**src/rtl/pipe_ctrl_stager.sv**
```systemverilog
// pipe_ctrl_stager: carries decoder wb/m/ex bundles through ID/EX, EX/MEM, MEM/WB; hazard, flush, forward control (PIPE_FORWARD_EN enables forwarding).
// Latency: one edge per stage, WB strobes 3 edges after ID; forward/hazard/pc_src are combinational.
// Backpressure: none accepted; a stall holds PC and IF/ID and injects a bubble into ID/EX.
module pipe_ctrl_stager #(
   parameter int REG_ADDR_W = 5,
   parameter int ALU_OP_W   = 2
) (
   input  logic                  clk,
   input  logic                  rst_n,
   input  logic [1:0]            id_wb,
   input  logic [2:0]            id_m,
   input  logic [ALU_OP_W:0]     id_ex,
   input  logic [REG_ADDR_W-1:0] id_rs1,
   input  logic [REG_ADDR_W-1:0] id_rs2,
   input  logic [REG_ADDR_W-1:0] id_rd,
   input  logic                  mem_zero,
   output logic                  ex_alu_src,
   output logic [ALU_OP_W-1:0]   ex_alu_op,
   output logic                  mem_rd_en,
   output logic                  mem_wr_en,
   output logic                  wb_reg_write,
   output logic                  wb_memtoreg,
   output logic [REG_ADDR_W-1:0] wb_rd,
   output logic [1:0]            forward_a,
   output logic [1:0]            forward_b,
   output logic                  pc_write,
   output logic                  if_id_write,
   output logic                  if_id_flush,
   output logic                  pc_src
);

   // Bit positions inside the decoder bundles.
   localparam int WB_RW  = 1;
   localparam int WB_MTR = 0;
   localparam int M_BR   = 2;
   localparam int M_WR   = 1;
   localparam int M_RD   = 0;

   // ID/EX control register
   logic [1:0]            idex_wb;
   logic [2:0]            idex_m;
   logic [ALU_OP_W:0]     idex_ex;
   logic [REG_ADDR_W-1:0] idex_rd;

   // EX/MEM control register (ex field is consumed in EX and not carried on)
   logic [1:0]            exmem_wb;
   logic [2:0]            exmem_m;
   logic [REG_ADDR_W-1:0] exmem_rd;

   // MEM/WB control register
   logic [1:0]            memwb_wb;
   logic [REG_ADDR_W-1:0] memwb_rd;

   logic hazard;
   logic stall;
   logic flush;

   // A source depends on a stage only if that stage really writes a non-x0 register.
   function automatic logic src_match(input logic [REG_ADDR_W-1:0] rs,
                                      input logic [REG_ADDR_W-1:0] rd,
                                      input logic                  rw);
      return (rs == rd) && (rd != '0) && rw;
   endfunction

   // Branch resolves in MEM; a taken branch flushes and outranks any stall.
   always_comb begin
      flush = exmem_m[M_BR] & mem_zero;
      stall = hazard & ~flush;
   end

`ifdef PIPE_FORWARD_EN
   logic [REG_ADDR_W-1:0] idex_rs1;
   logic [REG_ADDR_W-1:0] idex_rs2;

   // Only a load in EX must stall its consumer: its data appears in MEM/WB, one cycle late.
   always_comb begin
      hazard = idex_m[M_RD] &
               (src_match(id_rs1, idex_rd, idex_wb[WB_RW]) |
                src_match(id_rs2, idex_rd, idex_wb[WB_RW]));
   end

   // EX/MEM holds the younger result, so it takes priority over MEM/WB.
   always_comb begin
      forward_a = 2'b00;
      forward_b = 2'b00;
      if (src_match(idex_rs1, exmem_rd, exmem_wb[WB_RW]))
         forward_a = 2'b10;
      else if (src_match(idex_rs1, memwb_rd, memwb_wb[WB_RW]))
         forward_a = 2'b01;
      if (src_match(idex_rs2, exmem_rd, exmem_wb[WB_RW]))
         forward_b = 2'b10;
      else if (src_match(idex_rs2, memwb_rd, memwb_wb[WB_RW]))
         forward_b = 2'b01;
   end

   // Source indices are only needed by the forwarding comparators; bubbles carry zeros.
   always_ff @(posedge clk) begin
      if (!rst_n || stall || flush) begin
         idex_rs1 <= '0;
         idex_rs2 <= '0;
      end else begin
         idex_rs1 <= id_rs1;
         idex_rs2 <= id_rs2;
      end
   end
`else
   // Without forwarding a consumer waits until its producer reaches the write-through WB stage.
   always_comb begin
      hazard = src_match(id_rs1, idex_rd,  idex_wb[WB_RW])  |
               src_match(id_rs2, idex_rd,  idex_wb[WB_RW])  |
               src_match(id_rs1, exmem_rd, exmem_wb[WB_RW]) |
               src_match(id_rs2, exmem_rd, exmem_wb[WB_RW]);
   end

   assign forward_a = 2'b00;
   assign forward_b = 2'b00;
`endif

   // ID/EX: take the decoded bundle, or a bubble on stall or flush.
   always_ff @(posedge clk) begin
      if (!rst_n || stall || flush) begin
         idex_wb <= '0;
         idex_m  <= '0;
         idex_ex <= '0;
         idex_rd <= '0;
      end else begin
         idex_wb <= id_wb;
         idex_m  <= id_m;
         idex_ex <= id_ex;
         idex_rd <= id_rd;
      end
   end

   // EX/MEM: advance from ID/EX; a flush squashes the instruction behind the branch.
   always_ff @(posedge clk) begin
      if (!rst_n || flush) begin
         exmem_wb <= '0;
         exmem_m  <= '0;
         exmem_rd <= '0;
      end else begin
         exmem_wb <= idex_wb;
         exmem_m  <= idex_m;
         exmem_rd <= idex_rd;
      end
   end

   // MEM/WB: always advances; the branch itself retires normally.
   always_ff @(posedge clk) begin
      if (!rst_n) begin
         memwb_wb <= '0;
         memwb_rd <= '0;
      end else begin
         memwb_wb <= exmem_wb;
         memwb_rd <= exmem_rd;
      end
   end

   // Stage strobes come straight from the stage registers.
   always_comb begin
      ex_alu_src   = idex_ex[ALU_OP_W];
      ex_alu_op    = idex_ex[ALU_OP_W-1:0];
      mem_rd_en    = exmem_m[M_RD];
      mem_wr_en    = exmem_m[M_WR];
      wb_reg_write = memwb_wb[WB_RW];
      wb_memtoreg  = memwb_wb[WB_MTR];
      wb_rd        = memwb_rd;
      pc_write     = ~stall;
      if_id_write  = ~stall;
      if_id_flush  = flush;
      pc_src       = flush;
   end

endmodule

```
**config.mk**
```make
export PLATFORM = sky130hd
export DESIGN_NAME = pipe_ctrl_stager
export DESIGN_NICKNAME = d
export VERILOG_FILES = /design/src/rtl/pipe_ctrl_stager.sv
export SDC_FILE = /design/constraint.sdc
export NUM_CORES = 1
export LEC_CHECK = 0
export CAP_MARGIN = 0
export CORE_ASPECT_RATIO = 0.7
export CORE_MARGIN = 2
export CORE_UTILIZATION = 35
export CTS_CLUSTER_SIZE = 8
export DETAILED_ROUTE_END_ITERATION = 6
export PLACE_DENSITY = 0.67
export SLEW_MARGIN = 20
export SYNTH_ARGS = -nofsm -noshare
export SYNTH_HDL_FRONTEND = slang
export SYNTH_SLANG_ARGS = --single-unit
```
**constraint.sdc**
```tcl
create_clock -name clk -period 2.2 [get_ports clk]
set_input_delay 0.33 -clock clk [delete_from_list [all_inputs] [get_ports clk]]
set_output_delay 0.33 -clock clk [all_outputs]
set_load 0.02 [all_outputs]
```
=== Word-level counts from Yosys, hierarchy flattened ===
Cells that the tools add are included.

* Flip-flop bits (word level): 30
* Latch bits: 0
* RAM bits: 0
* Memory bits (read-only): 0
* Bits of input ports: 26
* Output and inout port bits: 20
* Word-level logic and storage cells: 34
* Memories: 0

* $add $sub $neg: 0
* $mul: 0
* Divide/modulo/power cells: 0
* $lt $le $gt $ge: 0
* Eq/ne operators: 4
* Shift operators: 0
* Mux-type cells: 0
* Bitwise operators: 7
* Reductions and logical operators: 14

{| class="wikitable"
|+ Operator list
! kind !! count
|-
| == test 5 bit || 4
|-
| nonzero test 5 bit || 2
|-
| logical AND 1 bit || 8
|-
| logical OR 1 bit || 3
|-
| OR 1 bit || 3
|-
| AND 1 bit || 2
|-
| NOT 1 bit || 2
|-
| logical NOT 1 bit || 1
|}

=== Longest topological paths before layout ===
Gate-level depths: netlist of run 1.

* Depth after elaboration: 9
* Gate-level depth with buffers: 6
* Depth with buffers taken out: 5

=== Least setup slack after synthesis of run 1 ===
OpenSTA, ideal clock, no wires.

* Kind: input-to-output
* From: input port id_rs1[2]
* To: output port pc_write
* Arrival: 1.519 ns
* Required time: 1.870 ns
* Slack: 0.351 ns
* Stages: 6
* Buffers on the path: 1
* Cell sequence: xor2_1 -> nor3_1 -> a22oi_1 -> o22a_2 -> or2_2 -> buf_4

* Word-level cells in the longest chain between the ends: 8
* Elaborated cells on any way between the ends: 11
* Classes of those cells: eq/ne: 2; bitwise: 5; reduce/logical: 4

{| class="wikitable"
|+ Ends and longest elaborated chain
! what !! line !! source
|-
| start, declared || 13 || <nowiki>input logic [REG_ADDR_W-1:0] id_rs1,</nowiki>
|-
| == test 5 bit || 62 || <nowiki>return (rs == rd) && (rd != '0) && rw;</nowiki>
|-
| logical AND 1 bit (2 in series) || 62 ||
|-
| OR 1 bit || 109 || <nowiki>hazard = src_match(id_rs1, idex_rd, idex_wb[WB_RW]) |</nowiki>
|-
| OR 1 bit (*) || 110 || <nowiki>src_match(id_rs2, idex_rd, idex_wb[WB_RW]) |</nowiki>
|-
| OR 1 bit (*) || 111 || <nowiki>src_match(id_rs1, exmem_rd, exmem_wb[WB_RW]) |</nowiki>
|-
| AND 1 bit (*) || 68 || <nowiki>stall = hazard & ~flush;</nowiki>
|-
| NOT 1 bit (*) || n/a ||
|-
| end, declared || 26 || <nowiki>output logic pc_write,</nowiki>
|}

Mark *: on every way between the ends. The rest lies on a longest branch, timed or not.

=== Worst setup path in the final report of run 1 ===
* From: register exmem_rd[1]
* To: output port if_id_write

* Word-level cells in the longest chain between the ends: 7
* Elaborated cells on any way between the ends: 11
* Classes of those cells: eq/ne: 2; bitwise: 4; reduce/logical: 5

{| class="wikitable"
|+ Ends and longest elaborated chain
! what !! line !! source
|-
| start, declared || 48 || <nowiki>logic [REG_ADDR_W-1:0] exmem_rd;</nowiki>
|-
| start signal, assigned || 143 || <nowiki>exmem_rd <= idex_rd;</nowiki>
|-
| == test 5 bit / nonzero test 5 bit (equally long branches) || 62 ||
|-
| logical AND 1 bit (2 in series) || 62 ||
|-
| OR 1 bit || 110 ||
|-
| OR 1 bit (*) || 111 ||
|-
| AND 1 bit (*) || 68 ||
|-
| NOT 1 bit (*) || 168 || <nowiki>if_id_write = ~stall;</nowiki>
|-
| end, declared || 27 || <nowiki>output logic if_id_write,</nowiki>
|}

Marks and branches as above.

==> impl_metrics.prom, run 1 <==
# TYPE chip_impl_metric gauge
chip_impl_info{name="run_status",value="complete, no violations"} 1
chip_impl_info{name="cp_slowest_cell",value="sky130_fd_sc_hd__dfxtp_4"} 1
chip_impl_metric{name="drive_gt1_share",unit="%"} 15.6
chip_impl_info{name="cell_type_contributing_the_most_total_cell_area_after_synthesis",value="sky130_fd_sc_hd__dfxtp_1"} 1
chip_impl_metric{name="fillerInstances",unit=""} 297
chip_impl_metric{name="r2r_setup_slack",unit="ps"} 610
chip_impl_metric{name="post_route_setup_slack",unit="ps"} 115
chip_impl_metric{name="ys.warnings.count",unit=""} 0
chip_impl_metric{name="wl_per_cell",unit="um"} 12.9
chip_impl_metric{name="clk_pin_slew_worst_paths",unit="ps"} 60
chip_impl_info{name="rsz0062_at_grt",value="false"} 1
chip_impl_info{name="cts_root_buffer",value="sky130_fd_sc_hd__clkbuf_8"} 1
chip_impl_metric{name="dpl_worst_slack",unit="ps"} -529
chip_impl_metric{name="antenna_violations_before_repair",unit=""} 0
chip_impl_metric{name="drcViolationCount",unit=""} 0
chip_impl_metric{name="pins_over_slew_limit",unit=""} 0
chip_impl_metric{name="dp_hpwl",unit="mm"} 1.87
chip_impl_metric{name="worst_reg_to_reg_cells",unit=""} 5
chip_impl_metric{name="synth_seq_cells",unit=""} 30
chip_impl_metric{name="cell_internal_pwr",unit="mW"} 0.869
chip_impl_metric{name="synthCells",unit=""} 108
chip_impl_metric{name="dieWidth",unit="um"} 72.2
chip_impl_metric{name="place_congestion",unit=""} 0.850
chip_impl_metric{name="port-buffer-count",unit=""} 41
chip_impl_metric{name="finalClockSkew",unit="ps"} 3.10
chip_impl_metric{name="layoutNonFillerInstCount",unit=""} 192
chip_impl_metric{name="fraction_of_registers_with_async_set_reset",unit="%"} 0
chip_impl_metric{name="arrival_time_worst_endpoint",unit="ps"} 1750
chip_impl_metric{name="cp_slowest_stage_delay",unit="ps"} 360
chip_impl_info{name="hold_path.startpoint",value="idex_m[2]"} 1
chip_impl_metric{name="dp.cells",unit=""} 185
chip_impl_info{name="tritoncts",value="yes"} 1
chip_impl_metric{name="clock_insertion_delay_worst_skew",unit="ps"} 270
chip_impl_metric{name="yosysSeqAreaShare",unit="%"} 52.7
chip_impl_metric{name="drt.antenna.violating_nets",unit=""} 0
chip_impl_metric{name="cp_max_fo",unit=""} 4
chip_impl_metric{name="htree_levels",unit=""} 2
chip_impl_metric{name="number_of_top_level_pins",unit=""} 46
chip_impl_metric{name="tritoncts.num_buffers",unit=""} 5
chip_impl_metric{name="netlist_area",unit="um2"} 1140
chip_impl_metric{name="vias",unit=""} 854
chip_impl_metric{name="finish.net_count",unit=""} 180
chip_impl_metric{name="placement_rows",unit=""} 17
chip_impl_metric{name="drt-pass1-iter-count",unit=""} 4
chip_impl_info{name="worst_case_hold_path_end_point",value="exmem_m[2]"} 1
chip_impl_metric{name="layout_min_cycle_time",unit="ps"} 2080
chip_impl_metric{name="share_seq_of_total_power",unit="%"} 51.4
chip_impl_info{name="yosys_most_used_dff",value="sky130_fd_sc_hd__dfxtp_1"} 1
chip_impl_info{name="synth.top_cells.by_count",value="30 x sky130_fd_sc_hd__dfxtp_1, 20 x sky130_fd_sc_hd__xor2_1, 17 x sky130_fd_sc_hd__and2_1"} 1
chip_impl_metric{name="cts_setup_buffers",unit=""} 0
chip_impl_metric{name="report.final.setup_viol",unit=""} 0
chip_impl_metric{name="timing.setup.tns",unit="ps"} 0
chip_impl_metric{name="die_area",unit="um2"} 3740
chip_impl_info{name="yosys.cell_count.top_type",value="sky130_fd_sc_hd__dfxtp_1"} 1
chip_impl_metric{name="syn_to_final_growth",unit="%"} 44.7
chip_impl_metric{name="finalWirelength",unit="mm"} 2.48
chip_impl_metric{name="placedInstanceArea",unit="um2"} 1580
chip_impl_metric{name="required",unit="ps"} 1870
chip_impl_metric{name="number_of_global_route_vias_before_repair",unit=""} 916
chip_impl_info{name="worst_r2r_startpoint",value="exmem_rd[1]"} 1
chip_impl_metric{name="p_sw",unit="mW"} 0.273
chip_impl_metric{name="clkSinkCount",unit=""} 30
chip_impl_info{name="cp-startpoint",value="exmem_rd[1]"} 1
chip_impl_metric{name="cap_viol_max_count",unit=""} 0
chip_impl_metric{name="ir_worst_vdd",unit="V"} 0.000433
chip_impl_info{name="holdCritPathClass",value="reg2reg"} 1
chip_impl_metric{name="power.density_cell_area",unit="nW/um2"} 692
chip_impl_info{name="synth.top_cells.by_area",value="sky130_fd_sc_hd__dfxtp_1 53%, sky130_fd_sc_hd__xor2_1 15%, sky130_fd_sc_hd__and2_1 9.3%"} 1
chip_impl_metric{name="avgViaCountPerCell",unit=""} 4.45
chip_impl_metric{name="postLayoutCellArea",unit="um2"} 1650
chip_impl_metric{name="worst_slew_margin_rel",unit="%"} 56.1
chip_impl_metric{name="synth.avg_cell_area",unit="um2"} 10.6
chip_impl_metric{name="start_util",unit="%"} 36.5
chip_impl_metric{name="finalCritPeriodShare",unit="%"} 94.8
chip_impl_metric{name="grt.overflow.total",unit=""} 0
chip_impl_metric{name="coreArea",unit="um2"} 3130
chip_impl_metric{name="grt_util_all_layers",unit="%"} 15.1
chip_impl_metric{name="share_of_power_burned_in_the_clock_network",unit="%"} 35.1
chip_impl_metric{name="fraction_of_synthesized_cell_area_taken_by_the_top_area_cell_type",unit="%"} 52.7
chip_impl_metric{name="grt_max_degree",unit=""} 24
chip_impl_metric{name="grt_first_pass_wirelength",unit="mm"} 4.13
chip_impl_info{name="timing.critical_path.cells",value="xor2_1 > nor3_1 > a22oi_1 > o22a_2 > or2_4 > buf_4"} 1
chip_impl_metric{name="switching_share",unit="%"} 23.9
chip_impl_metric{name="ctsHoldBuffers",unit=""} 0
chip_impl_metric{name="dieHeight",unit="um"} 51.7
chip_impl_metric{name="insertedDiodeCount",unit=""} 0
chip_impl_info{name="critical_path.endpoint_type",value="output port"} 1
chip_impl_metric{name="clockBufferDepth",unit=""} 2
chip_impl_metric{name="synth_enable_flop_cells",unit=""} 0
chip_impl_metric{name="pwr-share-comb",unit="%"} 13.5
chip_impl_info{name="path_class",value="reg2out"} 1
chip_impl_metric{name="worst_hold_path.num_cells",unit=""} 1
chip_impl_metric{name="total_leakage_power",unit="nW"} 0.750
chip_impl_info{name="critical_path.reg2reg.endpoint",value="idex_ex[2]"} 1
chip_impl_metric{name="fmaxAchievable",unit="MHz"} 480
chip_impl_metric{name="initialDrtViolationCount",unit=""} 33
chip_impl_metric{name="worst_slew_pin_slew",unit="ps"} 656
chip_impl_info{name="critPathLaunchType",value="flop"} 1
chip_impl_metric{name="synth_cell_types",unit=""} 18
chip_impl_metric{name="worstPathBufferInverterCount",unit=""} 1
chip_impl_info{name="cpLargestDelayFamily",value="simple AND/OR/NAND/NOR gates"} 1
chip_impl_metric{name="hold_violations",unit=""} 0
[registers in the layout, summed over array words and instances, names as in the netlist]
register,flops
exmem_m,3
exmem_rd,5
exmem_wb,2
idex_ex,3
idex_m,3
idex_rd,5
idex_wb,2
memwb_wb,2
wb_rd,5
[kinds of logic after synthesis]
family / share of synthesized area, %
AO/OA/AOI/OAI: 3.07
flip-flops: 52.7
other: 0.329
buffers and inverters: 5.60
XOR/XNOR: 15.4
AND/OR/NAND/NOR: 22.9
[area by class of cell]
| class | instances | area, um2 | share of cell area, % |
|---|---|---|---|
| flip-flops and latches | 30 | 608 | 36.9 |
| multi-input cells | 72 | 492 | 29.8 |
| repair buffers | 45 | 423 | 25.6 |
| clock buffers | 5 | 68.8 | 4.17 |
| well taps | 38 | 47.5 | 2.88 |
| clock inverters | 2 | 10.0 | 0.607 |
[metal layers]
metal	vias to the layer above	global-route usage, %	routed length, um
met5	-	0	0
met4	0	4.72	27
met3	4	9.50	267
met2	40	22.2	1030
met1	380	18.1	1150
li1	430	-	-
[metrics by stage]
step                utilization, %  power, mW  hold slack [ps]
global route                  52.7       1.21              452
global placement              50.4      0.756              411
CTS                           52.3       1.16              425
floorplan                        -      0.678              406
detailed placement            50.4      0.760              411
finish                        52.7       1.14              423
[how the worst max path moves through the flow]
stage | endpoint | slack (ps) | depth (start not counted)
after floorplan | pc_write | 350 | 6
after global placement | if_id_write | -470 | 7
after detailed placement | if_id_write | -530 | 7
after CTS | if_id_write | 20 | 6
after global routing | pc_write | 50 | 6
final | if_id_write | 120 | 6
[cell usage in the layout, fill, tap and decap left out]
master                             n
sky130_fd_sc_hd__or4_1             2
sky130_fd_sc_hd__clkinv_2          2
sky130_fd_sc_hd__dfxtp_4           1
sky130_fd_sc_hd__dfxtp_2           3
sky130_fd_sc_hd__o22a_2            1
sky130_fd_sc_hd__and2_1           17
sky130_fd_sc_hd__o21ai_1           2
sky130_fd_sc_hd__nor3_1            4
sky130_fd_sc_hd__a22oi_1           2
sky130_fd_sc_hd__and3_1           10
sky130_fd_sc_hd__dfxtp_1          26
sky130_fd_sc_hd__or2_4             1
sky130_fd_sc_hd__nor2_1            4
sky130_fd_sc_hd__clkdlybuf4s50_1  29
sky130_fd_sc_hd__and2_2            1
sky130_fd_sc_hd__clkbuf_8          5
sky130_fd_sc_hd__xor2_1           20
sky130_fd_sc_hd__nor2b_2           1
sky130_fd_sc_hd__conb_1            4
sky130_fd_sc_hd__and3_2            3
sky130_fd_sc_hd__dlygate4sd2_1    10
sky130_fd_sc_hd__buf_4             6
[what timing repair did]
item	in CTS	in global routing
hold endpoints to repair	0	0
gates resized for setup	20	6
endpoints found under the setup margin	2	2
pin swaps	4	5
[power groups by stage]
stage	clock network [mW]	logic, mW	registers [mW]
after global routing	0.451	0.169	0.590
after CTS	0.415	0.155	0.587
after floorplan	0	0.0725	0.605
after global placement	0	0.158	0.598
after detailed placement	0	0.161	0.599
final	0.400	0.154	0.587
(Power assumes the default switching activity.)
==> run 2, diff against run 1 <==
--- a/config.mk
+++ b/config.mk
@@ -7,7 +7,7 @@
 export LEC_CHECK = 0
 export CAP_MARGIN = 0
 export CORE_ASPECT_RATIO = 0.7
-export CORE_MARGIN = 2
+export CORE_MARGIN = 10
 export CORE_UTILIZATION = 35
 export CTS_CLUSTER_SIZE = 8
 export DETAILED_ROUTE_END_ITERATION = 6
==> constraint.sdc (replaced) <==
create_clock -name clk -period 2.48 [get_ports clk]
set_input_delay 0.372 -clock clk [delete_from_list [all_inputs] [get_ports clk]]
set_output_delay 0.372 -clock clk [all_outputs]
set_load 0.02 [all_outputs]
==> impl_metrics.prom, run 2 (synthesis gave the netlist of run 1 again) <==
# TYPE chip_impl_metric gauge
chip_impl_metric{name="antenna_violations_before_repair",unit=""} 0
chip_impl_metric{name="finalCritPeriodShare",unit="%"} 95.6
chip_impl_metric{name="arrival_time_worst_endpoint",unit="ps"} 2000
chip_impl_metric{name="port-buffer-count",unit=""} 41
chip_impl_metric{name="coreArea",unit="um2"} 3150
chip_impl_metric{name="avgViaCountPerCell",unit=""} 4.50
chip_impl_metric{name="wl_per_cell",unit="um"} 14.5
chip_impl_info{name="final_cell_mix",value="36 x sky130_fd_sc_hd__clkdlybuf4s50_1, 30 x sky130_fd_sc_hd__dfxtp_1, 20 x sky130_fd_sc_hd__xor2_1"} 1
chip_impl_info{name="cts_root_buffer",value="sky130_fd_sc_hd__clkbuf_8"} 1
chip_impl_metric{name="worst_hold_path.num_cells",unit=""} 1
chip_impl_metric{name="grt.overflow.total",unit=""} 0
chip_impl_metric{name="grt_util_all_layers",unit="%"} 9.83
chip_impl_metric{name="htree_levels",unit=""} 2
chip_impl_metric{name="ctsHoldBuffers",unit=""} 0
chip_impl_metric{name="clockBufferDepth",unit=""} 2
chip_impl_metric{name="drt.antenna.violating_nets",unit=""} 0
chip_impl_metric{name="finalClockSkew",unit="ps"} 5.72
chip_impl_info{name="cp-startpoint",value="id_rs2[0]"} 1
chip_impl_metric{name="die_area",unit="um2"} 5980
chip_impl_metric{name="worst_reg_to_reg_cells",unit=""} 5
chip_impl_metric{name="tritoncts.num_buffers",unit=""} 5
chip_impl_info{name="worst_r2r_startpoint",value="exmem_rd[1]"} 1
chip_impl_metric{name="groute.layer.met2.usage",unit="%"} 13.6
chip_impl_metric{name="start_util",unit="%"} 36.2
chip_impl_info{name="rsz0062_at_grt",value="false"} 1
chip_impl_metric{name="required",unit="ps"} 2110
chip_impl_metric{name="worst_slew_margin_rel",unit="%"} 57.7
chip_impl_metric{name="pins_over_slew_limit",unit=""} 0
chip_impl_metric{name="finalWirelength",unit="mm"} 2.76
chip_impl_metric{name="grt_first_pass_wirelength",unit="mm"} 4.46
chip_impl_metric{name="ir_worst_vdd",unit="V"} 0.000409
chip_impl_info{name="hold_path.startpoint",value="idex_m[2]"} 1
chip_impl_info{name="tritoncts",value="yes"} 1
chip_impl_metric{name="fmaxAchievable",unit="MHz"} 422
chip_impl_metric{name="dp.cells",unit=""} 182
chip_impl_metric{name="place_congestion",unit=""} 0.848
chip_impl_metric{name="layout_min_cycle_time",unit="ps"} 2370
chip_impl_metric{name="worst_slew_pin_slew",unit="ps"} 632
chip_impl_metric{name="groute.layer.met3.usage",unit="%"} 8.29
chip_impl_metric{name="fillerInstances",unit=""} 307
chip_impl_metric{name="power.density_cell_area",unit="nW/um2"} 638
chip_impl_metric{name="drive_gt1_share",unit="%"} 11.8
chip_impl_metric{name="drt-pass1-iter-count",unit=""} 4
chip_impl_metric{name="initialDrtViolationCount",unit=""} 29
chip_impl_metric{name="layoutNonFillerInstCount",unit=""} 190
chip_impl_metric{name="cts_setup_buffers",unit=""} 0
chip_impl_metric{name="grt_util_met1",unit="%"} 11.3
chip_impl_info{name="run_status",value="complete, no violations"} 1
chip_impl_info{name="critical_path.reg2reg.endpoint",value="idex_rd[4]"} 1
chip_impl_metric{name="drcViolationCount",unit=""} 0
chip_impl_metric{name="syn_to_final_growth",unit="%"} 44.7
chip_impl_metric{name="cap_viol_max_count",unit=""} 0
chip_impl_metric{name="clkSinkCount",unit=""} 30
chip_impl_info{name="holdCritPathClass",value="reg2reg"} 1
chip_impl_metric{name="number_of_global_route_vias_before_repair",unit=""} 919
chip_impl_metric{name="dieWidth",unit="um"} 88.2
chip_impl_info{name="critPathLaunchType",value="primary input"} 1
chip_impl_metric{name="total_leakage_power",unit="nW"} 0.747
chip_impl_metric{name="vias",unit=""} 855
chip_impl_metric{name="placement_rows",unit=""} 17
chip_impl_info{name="path_class",value="in2out"} 1
chip_impl_metric{name="dieHeight",unit="um"} 67.7
chip_impl_info{name="critical_path.endpoint_type",value="output port"} 1
chip_impl_info{name="critical_path.endpoint",value="pc_write"} 1
chip_impl_metric{name="clk_pin_slew_worst_paths",unit="ps"} 60
chip_impl_info{name="top_usage_layer",value="met2"} 1
chip_impl_metric{name="hold_violations",unit=""} 0
chip_impl_metric{name="report.final.setup_viol",unit=""} 0
chip_impl_metric{name="core_occupancy_in_the_finished_layout",unit="%"} 52.4
chip_impl_metric{name="cp_max_fo",unit=""} 2
chip_impl_info{name="layout.cells.most_common",value="sky130_fd_sc_hd__clkdlybuf4s50_1"} 1
chip_impl_metric{name="insertedDiodeCount",unit=""} 0
chip_impl_metric{name="clock_insertion_delay_worst_skew",unit="ps"} 270
chip_impl_metric{name="number_of_top_level_pins",unit=""} 46
chip_impl_metric{name="r2r_setup_slack",unit="ps"} 900
chip_impl_metric{name="grt_max_degree",unit=""} 24
chip_impl_metric{name="finish.net_count",unit=""} 177
run 2: metrics by stage:
stage               hold WS (ps)  area (um2)  total power [mW]  TNS [ps]  setup WS [ps]
global placement             411        1550             0.667      -561           -281
CTS                          427        1630              1.07         0           51.8
floorplan                    406        1150             0.601         0            547
global route                 439        1650              1.11         0           5.32
finish                       423        1650              1.05         0            108
detailed placement           412        1550             0.671      -650           -326
run 2: worst max-delay path, stage by stage:
cell                              delay [ps]
sky130_fd_sc_hd__clkdlybuf4s50_1         460
sky130_fd_sc_hd__xor2_1                  190
sky130_fd_sc_hd__nor3_2                  170
sky130_fd_sc_hd__a22oi_1                  90
sky130_fd_sc_hd__o22a_2                  260
sky130_fd_sc_hd__or2_2                   280
sky130_fd_sc_hd__buf_2                   170
run 2: area by class of cell:
type / count / area, um2 / share of cell area, %
flip-flops and latches: 30 / 601 / 36.4
multi-input cells: 72 / 494 / 30.0
clock inverters: 1 / 5.00 / 0.303
well taps: 38 / 47.5 / 2.88
clock buffers: 7 / 86.3 / 5.24
repair buffers: 42 / 415 / 25.2
run 2: where the power goes:
group	switching (mW)	internal [mW]	leakage [nW]	total, mW
registers	0.0152	0.506	0.247	0.521
clock network	0.168	0.223	0.0482	0.391
logic	0.0599	0.0801	0.451	0.140
run 2: worst min path at each step:
stage | slack, ps | end
floorplan | 410 | exmem_m[0]
global placement | 410 | exmem_wb[0]
detailed placement | 410 | exmem_m[2]
CTS | 430 | exmem_m[2]
global route | 440 | exmem_m[1]
finish | 420 | exmem_m[2]
run 2: metal layers:
layer	wire length (um)	vias to the layer above
met3	379	0
met1	1310	388
met2	1080	41
met5	0	-
li1	-	426
met4	0	0
run 2: what timing repair did:
action                     CTS  global route
setup endpoints to repair    2             2
pin swaps                    0             1
resized for setup            8             4
==> run 3, diff against run 2 <==
--- a/config.mk
+++ b/config.mk
@@ -7,7 +7,7 @@
 export LEC_CHECK = 0
 export CAP_MARGIN = 0
 export CORE_ASPECT_RATIO = 0.7
-export CORE_MARGIN = 10
+export CORE_MARGIN = 4
 export CORE_UTILIZATION = 35
 export CTS_CLUSTER_SIZE = 8
 export DETAILED_ROUTE_END_ITERATION = 6
==> impl_metrics.prom, run 3 (synthesis gave the netlist of run 1 again) <==
# TYPE chip_impl_metric gauge
chip_impl_metric{name="grt_util_all_layers",unit="%"} 12.2
chip_impl_info{name="critical_path.endpoint_type",value="output port"} 1
chip_impl_info{name="cts_root_buffer",value="sky130_fd_sc_hd__clkbuf_8"} 1
chip_impl_metric{name="clockBufferDepth",unit=""} 2
chip_impl_metric{name="ir_worst_vdd",unit="V"} 0.000358
chip_impl_metric{name="required",unit="ps"} 2110
chip_impl_metric{name="post_route_setup_slack",unit="ps"} 104
chip_impl_metric{name="layout_min_cycle_time",unit="ps"} 2380
chip_impl_metric{name="drcViolationCount",unit=""} 0
chip_impl_info{name="final_cell_mix",value="38 x sky130_fd_sc_hd__clkdlybuf4s50_1, 30 x sky130_fd_sc_hd__dfxtp_1, 20 x sky130_fd_sc_hd__xor2_1"} 1
chip_impl_metric{name="start_util",unit="%"} 36.5
chip_impl_metric{name="cp_max_fo",unit=""} 2
chip_impl_metric{name="clock_insertion_delay_worst_skew",unit="ps"} 280
chip_impl_metric{name="worst_slew_pin_slew",unit="ps"} 612
chip_impl_metric{name="drive_gt1_share",unit="%"} 11.8
chip_impl_info{name="tritoncts",value="yes"} 1
chip_impl_metric{name="finalCritPeriodShare",unit="%"} 95.8
chip_impl_metric{name="finish.net_count",unit=""} 178
chip_impl_metric{name="fmaxAchievable",unit="MHz"} 421
chip_impl_metric{name="dieWidth",unit="um"} 76.2
chip_impl_metric{name="grt.overflow.total",unit=""} 0
chip_impl_metric{name="r2r_setup_slack",unit="ps"} 900
chip_impl_metric{name="groute.layer.met2.usage",unit="%"} 16.1
chip_impl_metric{name="pins_over_slew_limit",unit=""} 0
chip_impl_metric{name="power.density_cell_area",unit="nW/um2"} 637
chip_impl_metric{name="grt_first_pass_wirelength",unit="mm"} 4.01
chip_impl_metric{name="worst_slew_margin_rel",unit="%"} 59.0
chip_impl_metric{name="placedInstanceArea",unit="um2"} 1560
chip_impl_metric{name="report.final.setup_viol",unit=""} 0
chip_impl_metric{name="place_congestion",unit=""} 0.858
chip_impl_metric{name="clk_pin_slew_worst_paths",unit="ps"} 60
chip_impl_info{name="worst_r2r_startpoint",value="idex_rd[1]"} 1
chip_impl_metric{name="clkSinkCount",unit=""} 30
chip_impl_metric{name="antenna_violations_before_repair",unit=""} 0
chip_impl_metric{name="fillerInstances",unit=""} 297
chip_impl_metric{name="port-buffer-count",unit=""} 41
chip_impl_metric{name="wl_per_cell",unit="um"} 12.8
chip_impl_metric{name="drt.antenna.violating_nets",unit=""} 0
chip_impl_info{name="top_usage_layer",value="met2"} 1
chip_impl_metric{name="cts_setup_buffers",unit=""} 0
chip_impl_info{name="layout.cells.most_common",value="sky130_fd_sc_hd__clkdlybuf4s50_1"} 1
chip_impl_metric{name="tritoncts.num_buffers",unit=""} 5
chip_impl_metric{name="arrival_time_worst_endpoint",unit="ps"} 2000
chip_impl_metric{name="number_of_global_route_vias_before_repair",unit=""} 879
chip_impl_info{name="critical_path.reg2reg.endpoint",value="idex_rd[4]"} 1
chip_impl_metric{name="total_leakage_power",unit="nW"} 0.732
chip_impl_metric{name="die_area",unit="um2"} 4250
chip_impl_metric{name="syn_to_final_growth",unit="%"} 44.5
chip_impl_metric{name="worst_hold_path.num_cells",unit=""} 1
chip_impl_metric{name="initialDrtViolationCount",unit=""} 35
chip_impl_metric{name="htree_levels",unit=""} 2
chip_impl_info{name="path_class",value="in2out"} 1
chip_impl_metric{name="power.total",unit="mW"} 1.05
chip_impl_metric{name="coreArea",unit="um2"} 3130
chip_impl_metric{name="number_of_top_level_pins",unit=""} 46
chip_impl_info{name="worst_case_hold_path_end_point",value="exmem_m[0]"} 1
chip_impl_metric{name="dieHeight",unit="um"} 55.7
chip_impl_metric{name="worst_reg_to_reg_cells",unit=""} 6
chip_impl_metric{name="vias",unit=""} 834
chip_impl_info{name="critPathLaunchType",value="primary input"} 1
chip_impl_metric{name="dp_hpwl",unit="mm"} 1.86
chip_impl_metric{name="avgViaCountPerCell",unit=""} 4.37
chip_impl_info{name="hold_path.startpoint",value="idex_m[0]"} 1
chip_impl_metric{name="dpl_worst_slack",unit="ps"} -288
chip_impl_metric{name="postLayoutCellArea",unit="um2"} 1650
chip_impl_metric{name="ctsHoldBuffers",unit=""} 0
chip_impl_metric{name="hold_violations",unit=""} 0
chip_impl_metric{name="grt_max_degree",unit=""} 24
chip_impl_metric{name="cap_viol_max_count",unit=""} 0
chip_impl_metric{name="finalClockSkew",unit="ps"} 4.21
chip_impl_metric{name="insertedDiodeCount",unit=""} 0
chip_impl_metric{name="placement_rows",unit=""} 17
chip_impl_metric{name="drt-pass1-iter-count",unit=""} 5
chip_impl_info{name="rsz0062_at_grt",value="false"} 1
chip_impl_metric{name="finalWirelength",unit="mm"} 2.45
chip_impl_metric{name="grt_util_met1",unit="%"} 15.2
chip_impl_info{name="holdCritPathClass",value="reg2reg"} 1
chip_impl_info{name="run_status",value="complete, no violations"} 1
chip_impl_metric{name="timing.setup.tns",unit="ps"} 0
chip_impl_info{name="cp-startpoint",value="id_rs1[0]"} 1
chip_impl_metric{name="groute.layer.met3.usage",unit="%"} 6.80
-- run 3: cell types whose count changed in the layout (fill, tap and decap cells not counted), sizes merged --
| cell | change |
|---|---|
| dlymetal6s2s | -2 |
| buf | +1 |
| clkdlybuf4s50 | +2 |
-- run 3: worst max path at each step --
stage / end / slack (ps) / cells past startpoint
global placement: if_id_write / -290 / 7
global route: if_id_write / 10 / 7
floorplan: pc_write / 550 / 6
CTS: pc_write / 2 / 7
finish: if_id_write / 100 / 7
detailed placement: if_id_write / -290 / 7
-- run 3: power breakdown --
part	internal, mW	switching [mW]
Combinational	0.0813	0.0578
Sequential	0.506	0.0156
Clock	0.223	0.166
-- run 3: final cells by class --
| class | instances | area [um2] | share of cell area (%) |
|---|---|---|---|
| multi-input cells | 72 | 489 | 29.7 |
| clock inverters | 1 | 5.00 | 0.304 |
| well taps | 38 | 47.5 | 2.89 |
| clock buffers | 7 | 86.3 | 5.24 |
| flip-flops and latches | 30 | 601 | 36.5 |
| repair buffers | 43 | 418 | 25.4 |
-- run 3: through the flow --
stage / hold WS, ps / utilization [%] / cells
after floorplan: 406 / - / 111
after global placement: 412 / 49.9 / 183
after detailed placement: 414 / 49.9 / 183
after CTS: 428 / 52.7 / 191
after global routing: 453 / 52.7 / 191
final: 424 / 52.7 / 191
-- run 3: per-layer routing --
metal | vias to the layer above | routed length, um | part of all wire [%]
li1 | 430 | - | -
met1 | 357 | 1160 | 47
met2 | 42 | 952 | 39
met3 | 5 | 300 | 12
met4 | 0 | 34 | 1.4
met5 | - | 0 | 0
-- run 3: timing repair --
action                                  4_1_cts  5_1_grt
pin swaps                                     0        1
endpoints found under the setup margin        2        2
resized for setup                             7        2
-- run 3: critical path, cell delays in order --
cell,delay (ps)
sky130_fd_sc_hd__clkdlybuf4s50_1,470
sky130_fd_sc_hd__xor2_1,180
sky130_fd_sc_hd__nor3_1,200
sky130_fd_sc_hd__a22oi_1,110
sky130_fd_sc_hd__o22a_2,230
sky130_fd_sc_hd__or2_2,280
sky130_fd_sc_hd__buf_2,160
